==> config.mk <==
export PLATFORM = sky130hd
export DESIGN_NAME = madgwick_wb_unit_flat
export DESIGN_NICKNAME = d
export VERILOG_FILES = /design/src/rtl/madgwick_wb_unit_pkg.sv /design/src/rtl/madgwick_wb_unit_if.sv /design/src/rtl/madgwick_quat_step.sv /design/src/rtl/madgwick_wb_unit.sv /design/src/flat_wrapper.sv
export SDC_FILE = /design/constraint.sdc
export NUM_CORES = 2
export LEC_CHECK = 0
export BUFFER_PORTS_ARGS = -buffer_cell sky130_fd_sc_hd__buf_4
export CAP_MARGIN = 20
export CORE_ASPECT_RATIO = 1.2
export CORE_MARGIN = 8
export CORE_UTILIZATION = 39
export CTS_BUF_LIST = sky130_fd_sc_hd__clkbuf_8
export DETAILED_ROUTE_END_ITERATION = 7
export SYNTH_ARGS = -nofsm -noshare
export SYNTH_HDL_FRONTEND = slang
export SYNTH_HIERARCHICAL = 1
export SYNTH_SLANG_ARGS = --single-unit
==> constraint.sdc <==
create_clock -name clk -period 26.5 [get_ports clk]
set_input_delay 3.975 -clock clk [delete_from_list [all_inputs] [get_ports clk]]
set_output_delay 3.975 -clock clk [all_outputs]
set_load 0.02 [all_outputs]
==> src/rtl/madgwick_wb_unit_pkg.sv <==
// Shared constants for the Madgwick quaternion unit: default widths, register
// map, CTRL bit positions, FSM encoding and the MAC term schedule.
package madgwick_defines;

  localparam int ACC_WIDTH_DEF  = 16;
  localparam int GYRO_WIDTH_DEF = 16;
  localparam int Q_WIDTH_DEF    = 32;
  localparam int DT_SHIFT_DEF   = 8;
  localparam int GYRO_FRAC      = 12;

  localparam logic [31:0] Q_ONE = 32'h4000_0000;

  // Word index = adr[5:2]
  localparam logic [3:0] REG_CTRL = 4'd0;
  localparam logic [3:0] REG_AX   = 4'd1;
  localparam logic [3:0] REG_AY   = 4'd2;
  localparam logic [3:0] REG_AZ   = 4'd3;
  localparam logic [3:0] REG_WX   = 4'd4;
  localparam logic [3:0] REG_WY   = 4'd5;
  localparam logic [3:0] REG_WZ   = 4'd6;
  localparam logic [3:0] REG_QW   = 4'd7;
  localparam logic [3:0] REG_QX   = 4'd8;
  localparam logic [3:0] REG_QY   = 4'd9;
  localparam logic [3:0] REG_QZ   = 4'd10;

  localparam int CTRL_ENABLE = 0;
  localparam int CTRL_START  = 1;
  localparam int CTRL_DONE   = 2;
  localparam int CTRL_INT_EN = 3;

  typedef enum logic [1:0] {
    ST_IDLE   = 2'd0,
    ST_MAC    = 2'd1,
    ST_UPDATE = 2'd2,
    ST_DONE   = 2'd3
  } step_state_e;

  // One product q[q_sel]*w[w_sel], added to or subtracted from acc[acc_sel].
  typedef struct packed {
    logic [1:0] q_sel;   // 0=w 1=x 2=y 3=z
    logic [1:0] w_sel;   // 0=gx 1=gy 2=gz
    logic [1:0] acc_sel; // 0=w 1=x 2=y 3=z
    logic       neg;
  } mac_term_t;

  localparam int MAC_TERMS = 12;

  function automatic mac_term_t mac_term(input logic [3:0] idx);
    case (idx)
      4'd0:    return {2'd1, 2'd0, 2'd0, 1'b1};
      4'd1:    return {2'd2, 2'd1, 2'd0, 1'b1};
      4'd2:    return {2'd3, 2'd2, 2'd0, 1'b1};
      4'd3:    return {2'd0, 2'd0, 2'd1, 1'b0};
      4'd4:    return {2'd2, 2'd2, 2'd1, 1'b0};
      4'd5:    return {2'd3, 2'd1, 2'd1, 1'b1};
      4'd6:    return {2'd0, 2'd1, 2'd2, 1'b0};
      4'd7:    return {2'd1, 2'd2, 2'd2, 1'b1};
      4'd8:    return {2'd3, 2'd0, 2'd2, 1'b0};
      4'd9:    return {2'd0, 2'd2, 2'd3, 1'b0};
      4'd10:   return {2'd1, 2'd1, 2'd3, 1'b0};
      4'd11:   return {2'd2, 2'd0, 2'd3, 1'b1};
      default: return '0;
    endcase
  endfunction

endpackage

==> src/rtl/madgwick_wb_unit_if.sv <==
// Wishbone-classic slave bus bundle for the Madgwick unit, including its
// interrupt line.
interface madgwick_wb_unit_if;
  logic [5:0]  adr_i;
  logic [31:0] dat_i;
  logic [31:0] dat_o;
  logic        we_i;
  logic        stb_i;
  logic        cyc_i;
  logic        ack_o;
  logic        inta_o;

  modport slave  (input  adr_i, dat_i, we_i, stb_i, cyc_i, output dat_o, ack_o, inta_o);
  modport master (output adr_i, dat_i, we_i, stb_i, cyc_i, input  dat_o, ack_o, inta_o);
endinterface

==> src/rtl/madgwick_quat_step.sv <==
// One gyro-integration step: snapshot q and w, run a 12-cycle serial MAC of
// the quaternion product, then add the scaled result to q with saturation.
module madgwick_quat_step
  import madgwick_defines::*;
#(
  parameter int GYRO_WIDTH = GYRO_WIDTH_DEF,
  parameter int Q_WIDTH    = Q_WIDTH_DEF,
  parameter int DT_SHIFT   = DT_SHIFT_DEF
) (
  input  logic                          clk,
  input  logic                          rst,
  input  logic                          start_i,
  input  logic                          abort_i,
  input  logic                          release_i,
  input  logic [3:0][Q_WIDTH-1:0]       q_i,
  input  logic [2:0][GYRO_WIDTH-1:0]    w_i,
  output logic                          busy_o,
  output logic                          done_o,
  output logic                          upd_valid_o,
  output logic [3:0][Q_WIDTH-1:0]       q_new_o
);

  localparam int PROD_W = Q_WIDTH + GYRO_WIDTH;
  localparam int ACC_W  = PROD_W + 2;
  localparam int SUM_W  = ACC_W + 1;
  localparam int SHIFT  = GYRO_FRAC + 1 + DT_SHIFT;
  localparam logic signed [SUM_W-1:0] SAT_MAX = (SUM_W'(1) << (Q_WIDTH - 1)) - SUM_W'(1);
  localparam logic signed [SUM_W-1:0] SAT_MIN = ~SAT_MAX;

  step_state_e                state_q, state_d;
  logic [3:0]                 cnt_q, cnt_d;
  logic                       done_q, done_d;
  logic [3:0][ACC_W-1:0]      acc_q, acc_d;
  logic [3:0][Q_WIDTH-1:0]    q_snap_q;
  logic [2:0][GYRO_WIDTH-1:0] w_snap_q;
  logic                       snap_en;

  mac_term_t                  term;
  logic signed [PROD_W-1:0]   q_op, w_op, prod;
  logic signed [ACC_W-1:0]    prod_ext;
  logic signed [SUM_W-1:0]    sum;

  always_comb begin
    term     = mac_term(cnt_q);
    q_op     = PROD_W'($signed(q_snap_q[term.q_sel]));
    w_op     = PROD_W'($signed(w_snap_q[term.w_sel]));
    prod     = q_op * w_op;
    prod_ext = ACC_W'(prod);
  end

  // NOTE: every signal written here gets a default first, so no path can infer a latch.
  always_comb begin
    state_d     = state_q;
    cnt_d       = cnt_q;
    done_d      = done_q;
    acc_d       = acc_q;
    snap_en     = 1'b0;
    upd_valid_o = 1'b0;
    case (state_q)
      ST_IDLE: begin
        if (start_i) begin
          state_d = ST_MAC;
          cnt_d   = '0;
          acc_d   = '0;
          done_d  = 1'b0;
          snap_en = 1'b1;
        end
      end
      ST_MAC: begin
        if (abort_i) begin
          state_d = ST_IDLE;
          done_d  = 1'b0;
        end else begin
          acc_d[term.acc_sel] = term.neg ? acc_q[term.acc_sel] - prod_ext
                                         : acc_q[term.acc_sel] + prod_ext;
          cnt_d = cnt_q + 4'd1;
          if (cnt_q == 4'(MAC_TERMS - 1)) state_d = ST_UPDATE;
        end
      end
      ST_UPDATE: begin
        if (abort_i) begin
          state_d = ST_IDLE;
          done_d  = 1'b0;
        end else begin
          upd_valid_o = 1'b1;
          done_d      = 1'b1;
          state_d     = ST_DONE;
        end
      end
      ST_DONE: begin
        if (abort_i || release_i) begin
          state_d = ST_IDLE;
          done_d  = 1'b0;
        end
      end
      default: state_d = ST_IDLE;
    endcase
  end

  // dt and the 1/2 of the quaternion derivative fold into one arithmetic shift.
  always_comb begin
    sum     = '0;
    q_new_o = '0;
    for (int i = 0; i < 4; i++) begin
      sum = SUM_W'($signed(q_snap_q[i])) + SUM_W'($signed(acc_q[i]) >>> SHIFT);
      if (sum > SAT_MAX)      q_new_o[i] = SAT_MAX[Q_WIDTH-1:0];
      else if (sum < SAT_MIN) q_new_o[i] = SAT_MIN[Q_WIDTH-1:0];
      else                    q_new_o[i] = sum[Q_WIDTH-1:0];
    end
  end

  // NOTE: datapath registers are reset as well, so a mid-step rst leaves no stale operands.
  always_ff @(posedge clk) begin
    if (rst) begin
      state_q  <= ST_IDLE;
      cnt_q    <= '0;
      done_q   <= 1'b0;
      acc_q    <= '0;
      q_snap_q <= '0;
      w_snap_q <= '0;
    end else begin
      state_q <= state_d;
      cnt_q   <= cnt_d;
      done_q  <= done_d;
      acc_q   <= acc_d;
      if (snap_en) begin
        q_snap_q <= q_i;
        w_snap_q <= w_i;
      end
    end
  end

  assign busy_o = (state_q == ST_MAC) || (state_q == ST_UPDATE);
  assign done_o = done_q;

endmodule

==> src/rtl/madgwick_wb_unit.sv <==
// Wishbone register file around madgwick_quat_step. Defining
// MADGWICK_DEBUG_PORTS_EN adds direct observation ports for all registers.
module madgwick_wb_unit
  import madgwick_defines::*;
#(
  parameter int ACC_WIDTH  = ACC_WIDTH_DEF,
  parameter int GYRO_WIDTH = GYRO_WIDTH_DEF,
  parameter int Q_WIDTH    = Q_WIDTH_DEF,
  parameter int DT_SHIFT   = DT_SHIFT_DEF
) (
  input  logic                 clk,
  input  logic                 rst,
  madgwick_wb_unit_if.slave    bus
`ifdef MADGWICK_DEBUG_PORTS_EN
  ,
  output logic [ACC_WIDTH-1:0]  a_x_debug,
  output logic [ACC_WIDTH-1:0]  a_y_debug,
  output logic [ACC_WIDTH-1:0]  a_z_debug,
  output logic [GYRO_WIDTH-1:0] w_x_debug,
  output logic [GYRO_WIDTH-1:0] w_y_debug,
  output logic [GYRO_WIDTH-1:0] w_z_debug,
  output logic [Q_WIDTH-1:0]    q_w_debug,
  output logic [Q_WIDTH-1:0]    q_x_debug,
  output logic [Q_WIDTH-1:0]    q_y_debug,
  output logic [Q_WIDTH-1:0]    q_z_debug,
  output logic                  enable_debug,
  output logic                  start_debug,
  output logic                  done_debug,
  output logic                  int_enable_debug,
  output logic                  busy_debug
`endif
);

  localparam logic [Q_WIDTH-1:0] Q_INIT = Q_WIDTH'(1) << (Q_WIDTH - 2);

  logic                       ack_q, inta_q;
  logic [31:0]                dat_q, rd_data;
  logic                       enable_q, start_q, int_en_q;
  logic [2:0][ACC_WIDTH-1:0]  a_q;
  logic [2:0][GYRO_WIDTH-1:0] w_q;
  logic [3:0][Q_WIDTH-1:0]    q_q, q_new;

  logic       req, wr, rd, ctrl_wr;
  logic       start_pulse, abort, release_start;
  logic       busy, done, upd_valid;
  logic [3:0] idx;
  logic       unused_adr_bits;

  assign idx             = bus.adr_i[5:2];
  assign unused_adr_bits = ^bus.adr_i[1:0];
  assign req             = bus.stb_i & bus.cyc_i & ~ack_q;
  assign wr              = req & bus.we_i;
  assign rd              = req & ~bus.we_i;
  assign ctrl_wr         = wr && (idx == REG_CTRL);

  // Only a 0->1 start edge with enable set launches a step.
  assign start_pulse   = ctrl_wr & bus.dat_i[CTRL_START] & ~start_q & bus.dat_i[CTRL_ENABLE];
  assign abort         = ctrl_wr & ~bus.dat_i[CTRL_ENABLE];
  assign release_start = ctrl_wr & ~bus.dat_i[CTRL_START];

  madgwick_quat_step #(
    .GYRO_WIDTH (GYRO_WIDTH),
    .Q_WIDTH    (Q_WIDTH),
    .DT_SHIFT   (DT_SHIFT)
  ) u_step (
    .clk         (clk),
    .rst         (rst),
    .start_i     (start_pulse),
    .abort_i     (abort),
    .release_i   (release_start),
    .q_i         (q_q),
    .w_i         (w_q),
    .busy_o      (busy),
    .done_o      (done),
    .upd_valid_o (upd_valid),
    .q_new_o     (q_new)
  );

  always_comb begin
    rd_data = '0;
    case (idx)
      REG_CTRL:               rd_data = 32'({int_en_q, done, start_q, enable_q});
      REG_AX, REG_AY, REG_AZ: rd_data = 32'($signed(a_q[2'(idx - REG_AX)]));
      REG_WX, REG_WY, REG_WZ: rd_data = 32'($signed(w_q[2'(idx - REG_WX)]));
      REG_QW, REG_QX, REG_QY, REG_QZ: rd_data = 32'($signed(q_q[2'(idx - REG_QW)]));
      default:                rd_data = '0;
    endcase
  end

  always_ff @(posedge clk) begin
    if (rst) begin
      ack_q    <= 1'b0;
      dat_q    <= '0;
      inta_q   <= 1'b0;
      enable_q <= 1'b0;
      start_q  <= 1'b0;
      int_en_q <= 1'b0;
      a_q      <= '0;
      w_q      <= '0;
      q_q      <= '0;
      q_q[0]   <= Q_INIT;
    end else begin
      ack_q  <= req;
      inta_q <= done & int_en_q;
      if (rd) dat_q <= rd_data;
      if (upd_valid) q_q <= q_new;
      if (wr) begin
        case (idx)
          REG_CTRL: begin
            enable_q <= bus.dat_i[CTRL_ENABLE];
            start_q  <= bus.dat_i[CTRL_START];
            int_en_q <= bus.dat_i[CTRL_INT_EN];
          end
          REG_AX, REG_AY, REG_AZ: a_q[2'(idx - REG_AX)] <= bus.dat_i[ACC_WIDTH-1:0];
          REG_WX, REG_WY, REG_WZ: if (!busy) w_q[2'(idx - REG_WX)] <= bus.dat_i[GYRO_WIDTH-1:0];
          REG_QW, REG_QX, REG_QY, REG_QZ: if (!busy) q_q[2'(idx - REG_QW)] <= bus.dat_i[Q_WIDTH-1:0];
          default: ;
        endcase
      end
    end
  end

  assign bus.ack_o  = ack_q;
  assign bus.dat_o  = dat_q;
  assign bus.inta_o = inta_q;

`ifdef MADGWICK_DEBUG_PORTS_EN
  assign a_x_debug        = a_q[0];
  assign a_y_debug        = a_q[1];
  assign a_z_debug        = a_q[2];
  assign w_x_debug        = w_q[0];
  assign w_y_debug        = w_q[1];
  assign w_z_debug        = w_q[2];
  assign q_w_debug        = q_q[0];
  assign q_x_debug        = q_q[1];
  assign q_y_debug        = q_q[2];
  assign q_z_debug        = q_q[3];
  assign enable_debug     = enable_q;
  assign start_debug      = start_q;
  assign done_debug       = done;
  assign int_enable_debug = int_en_q;
  assign busy_debug       = busy;
`endif

endmodule

==> src/flat_wrapper.sv <==
// flat-port wrapper written by rule: the top's interface ports become plain ports
module madgwick_wb_unit_flat import madgwick_defines::*;
#(
  parameter int ACC_WIDTH  = ACC_WIDTH_DEF,
  parameter int GYRO_WIDTH = GYRO_WIDTH_DEF,
  parameter int Q_WIDTH    = Q_WIDTH_DEF,
  parameter int DT_SHIFT   = DT_SHIFT_DEF
)
  (clk, rst, bus_adr_i, bus_dat_i, bus_we_i, bus_stb_i, bus_cyc_i, bus_dat_o, bus_ack_o, bus_inta_o);
  madgwick_wb_unit_if bus_i ();
  input  logic clk;
  input  logic rst;
  input wire logic [$bits(bus_i.adr_i)-1:0] bus_adr_i;
  input wire logic [$bits(bus_i.dat_i)-1:0] bus_dat_i;
  input wire logic [$bits(bus_i.we_i)-1:0] bus_we_i;
  input wire logic [$bits(bus_i.stb_i)-1:0] bus_stb_i;
  input wire logic [$bits(bus_i.cyc_i)-1:0] bus_cyc_i;
  output wire logic [$bits(bus_i.dat_o)-1:0] bus_dat_o;
  output wire logic [$bits(bus_i.ack_o)-1:0] bus_ack_o;
  output wire logic [$bits(bus_i.inta_o)-1:0] bus_inta_o;
  assign bus_i.adr_i = bus_adr_i;
  assign bus_i.dat_i = bus_dat_i;
  assign bus_i.we_i = bus_we_i;
  assign bus_i.stb_i = bus_stb_i;
  assign bus_i.cyc_i = bus_cyc_i;
  assign bus_dat_o = bus_i.dat_o;
  assign bus_ack_o = bus_i.ack_o;
  assign bus_inta_o = bus_i.inta_o;
  madgwick_wb_unit #(.ACC_WIDTH(ACC_WIDTH), .GYRO_WIDTH(GYRO_WIDTH), .Q_WIDTH(Q_WIDTH), .DT_SHIFT(DT_SHIFT)) u_core (.clk(clk), .rst(rst), .bus(bus_i));
endmodule
==> run_results.csv <==
group,metric,value,unit
synth,async_flop_share,0,%
clocking,cts_buffers,97,
route,drtIter0Drc,3672,
clocking,clockBufferDepth,3,
timing,worst_slew_pin_slew,1.18,ns
timing,max_freq,0.0761,GHz
timing,slew_viol_final,0,
clocking,cts_num_sinks,651,
route,wl,185,mm
timing,fin_crit_sh,49.6,%
critical_path,worstPathMaxFanout,41,
layout,filler_cell_count,14700,
clocking,cts_root_buffer,"clkbuf_8",
synth,synth_area,57500,um^2
global_routing,antenna_found_initial,3,
layout,final_util,42.3,%
route,vias,48000,
clocking,ctsResizeCount,0,
power,p_per_area,32.9,nW/um^2
layout,final_common_cell,"nand2_1",
critical_path,cp-end-kind,"register",
placed_design,port_buffers,74,
timing,fin_skew,0.0475,ns
critical_path,path_delay_family,"compound AO/OA/AOI/OAI gates",
critical_path,crit_type,"register to register",
timing,setup_tns,0,ns
floorplan,row_count,154,
floorplan,core-area,147000,um^2
synth,synth_edf_count,0,
global_routing,grt_max_degree,105,
synth,synthTopCellsByArea,"dfxtp_1, fa_1, ha_1",
hold_path,hp-class,"register to register",
synth,syn-num-nets,7483,
synth,ys_seq_area_share,22.6,%
power,p_leak,0.0265,uW
global_routing,grt_pass1_wl,286,mm
synth,synth.top_cell.area_share,22.6,%
power,ir_worst_vdd,0.0431,mV
global_routing,grtUsageTotal,22.4,%
floorplan,ioPinCount,77,
clocking,cts_tree,"done",
synth,ys_warn_count,6,
route,ant_nets,0,
layout,nets,7359,
clocking,cts.htree.levels,3,
synth,synthCells,6637,
synth,ys_ff_latch,651,
timing,rsz0062_at_grt,"no",
placed_design,dpl.hpwl,139,mm
critical_path,crit_path_frequent_cell,"fa_1",
layout,syn_to_final_growth,7.67,%
global_routing,grt.overflow.total,0,
timing,hold_viol,0,
critical_path,path_buf_inv,5,
synth,syn_avg_cell_area,8.67,um^2
route,avgViaCountPerCell,5.62,
timing,period_needed,13.14,ns
placed_design,place.gp.congestion,0.953,
floorplan,fp.dieW,367,um
critical_path,cp-start-kind,"register",
layout,drive_above_1_share,9.70,%
floorplan,dieArea,160000,um^2
synth,yosysTopAreaCell,"dfxtp_1",
critical_path,critPathRequiredTime,27.11,ns
timing,setup_violations,0,
floorplan,start_util,39.2,%
clocking,path_clk_slew,0.07,ns
critical_path,rrSetupSlack,13.36,ns
synth,ys_types,105,
floorplan,die_h,437,um
clocking,hold_buffers,0,
global_routing,grt_pass1_vias,49100,
route,firstDrtPassIters,8,
job,maxCapViolCount,0,
timing,relSlewSlack,20.9,%
clocking,clkLatencyLatePin,0.78,ns
critical_path,worstPathArrival,13.75,ns
route,wire_per_inst,21.6,um
layout,mostFrequentLayoutCells,"nand2_1, inv_1, dfxtp_1",
clocking,postCtsSetupRepairBufs,0,
synth,synth_ff_type,"dfxtp_1",
run_status,status,"complete, no violations",
critical_path,cp_slowest_cell,"nor4_1",
route,drc,0,
critical_path,max_stage_delay,0.89,ns
-- synthesized netlist by cell type, drive strengths merged (29+ instances only) --
library cell and number:
xnor2 166, nor2b 69, a21oi 491, nand2 909, nor3 51, nor2 485
nand3 62, nand2b 116, ha 312, maj3 42, o2bb2ai 33, o21bai 29
inv 632, fa 491, xor2 79, mux2i 382, clkbuf 300, a211oi 51
mux4 105, a21o 87, o21ai 205, dfxtp 651, or2 143, a31oi 29
o21a 43, and3 33, buf 74, and2 124, a22oi 170
-- power breakdown --
| part | internal, uW | leakage, uW | switching (uW) |
|---|---|---|---|
| Combinational | 44.1 | 0.0201 | 128 |
| Sequential | 982 | 0.00524 | 2.51 |
| Clock | 459 | 0.00118 | 423 |
| Total | 1490 | 0.0265 | 554 |
-- metal layers --
metal	vias to the layer above	global-route usage, %	share of wire [%]
met5	-	0	0
met4	0	8.83	3.9
met3	353	2.57	5.5
met2	1539	39.3	49
met1	24000	27.9	41
li1	22200	-	-
-- worst min-delay path: cells and delay by family, from the launching register on --
kind	cells	cell delay, ns
and+or+nand+nor	1	0.05
AOI/OAI and AO/OA	1	0.05
DFF	1	0.31
-- path summary, 6_finish.rpt --
path	start	to	cells past startpoint
setup / recovery	u_core/u_step/term[6]	u_core/u_step/acc_q[197]	38
hold reg to reg	u_core/u_step/w_snap_q[13]	u_core/u_step/w_snap_q[13]	2
setup reg to reg	u_core/u_step/term[6]	u_core/u_step/acc_q[197]	38
hold / removal	u_core/u_step/w_snap_q[13]	u_core/u_step/w_snap_q[13]	2
-- cell families (layout without fill, tap and decap cells) --
group / count (synthesis) / after routing / share of synthesized area [%]
AND/OR/NAND/NOR: 2069 / 2069 / 16.5
other: 0 / 4 / 0
flip-flops: 651 / 651 / 22.6
adder cells (fa/ha/maj): 845 / 845 / 24.6
buffers and inverters: 1008 / 960 / 6.73
AO/OA/AOI/OAI: 1321 / 1321 / 14.9
XOR/XNOR: 245 / 245 / 3.75
multiplexers: 498 / 498 / 11.0
-- per-stage QoR --
stage | setup WS (ns) | std cells | hold slack (ns) | total power, uW | area (um^2)
floorplan | 15.75 | 6637 | 0.423 | 1110 | 57500
global placement | 13.79 | 8363 | 0.441 | 1170 | 59900
detailed placement | 13.61 | 8364 | 0.446 | 1180 | 59900
CTS | 13.51 | 8539 | 0.455 | 2060 | 62000
global route | 12.76 | 8540 | 0.475 | 2110 | 62000
finish | 13.36 | 8543 | 0.455 | 2040 | 62000
-- layout make-up --
| cell class | instances | area (um^2) | share of cell area, % |
|---|---|---|---|
| Timing Repair Buffer | 151 | 1140 | 1.84 |
| Clock buffer | 120 | 1650 | 2.67 |
| Tap cell | 1950 | 2440 | 3.94 |
| Sequential cell | 651 | 13000 | 21.0 |
| Inverter | 634 | 2380 | 3.84 |
| Antenna cell | 4 | 10.0 | 0.0162 |
| Multi-Input combinational cell | 4978 | 40900 | 66.0 |
| Clock inverter | 55 | 405 | 0.654 |
-- registers in the layout (all words and copies together) (netlist names), 2 cells and up --
signal	count
u_core/u_step/acc_q	200
u_core/q_q	128
u_core/u_step/q_snap_q	128
u_core/a_q	48
u_core/u_step/w_snap_q	48
u_core/w_q	48
u_core/bus.dat_o	32
u_core/u_step/term	7
u_core/u_step/cnt_q	4
u_core/u_step/state_q	2
(Power assumes the default switching activity.)
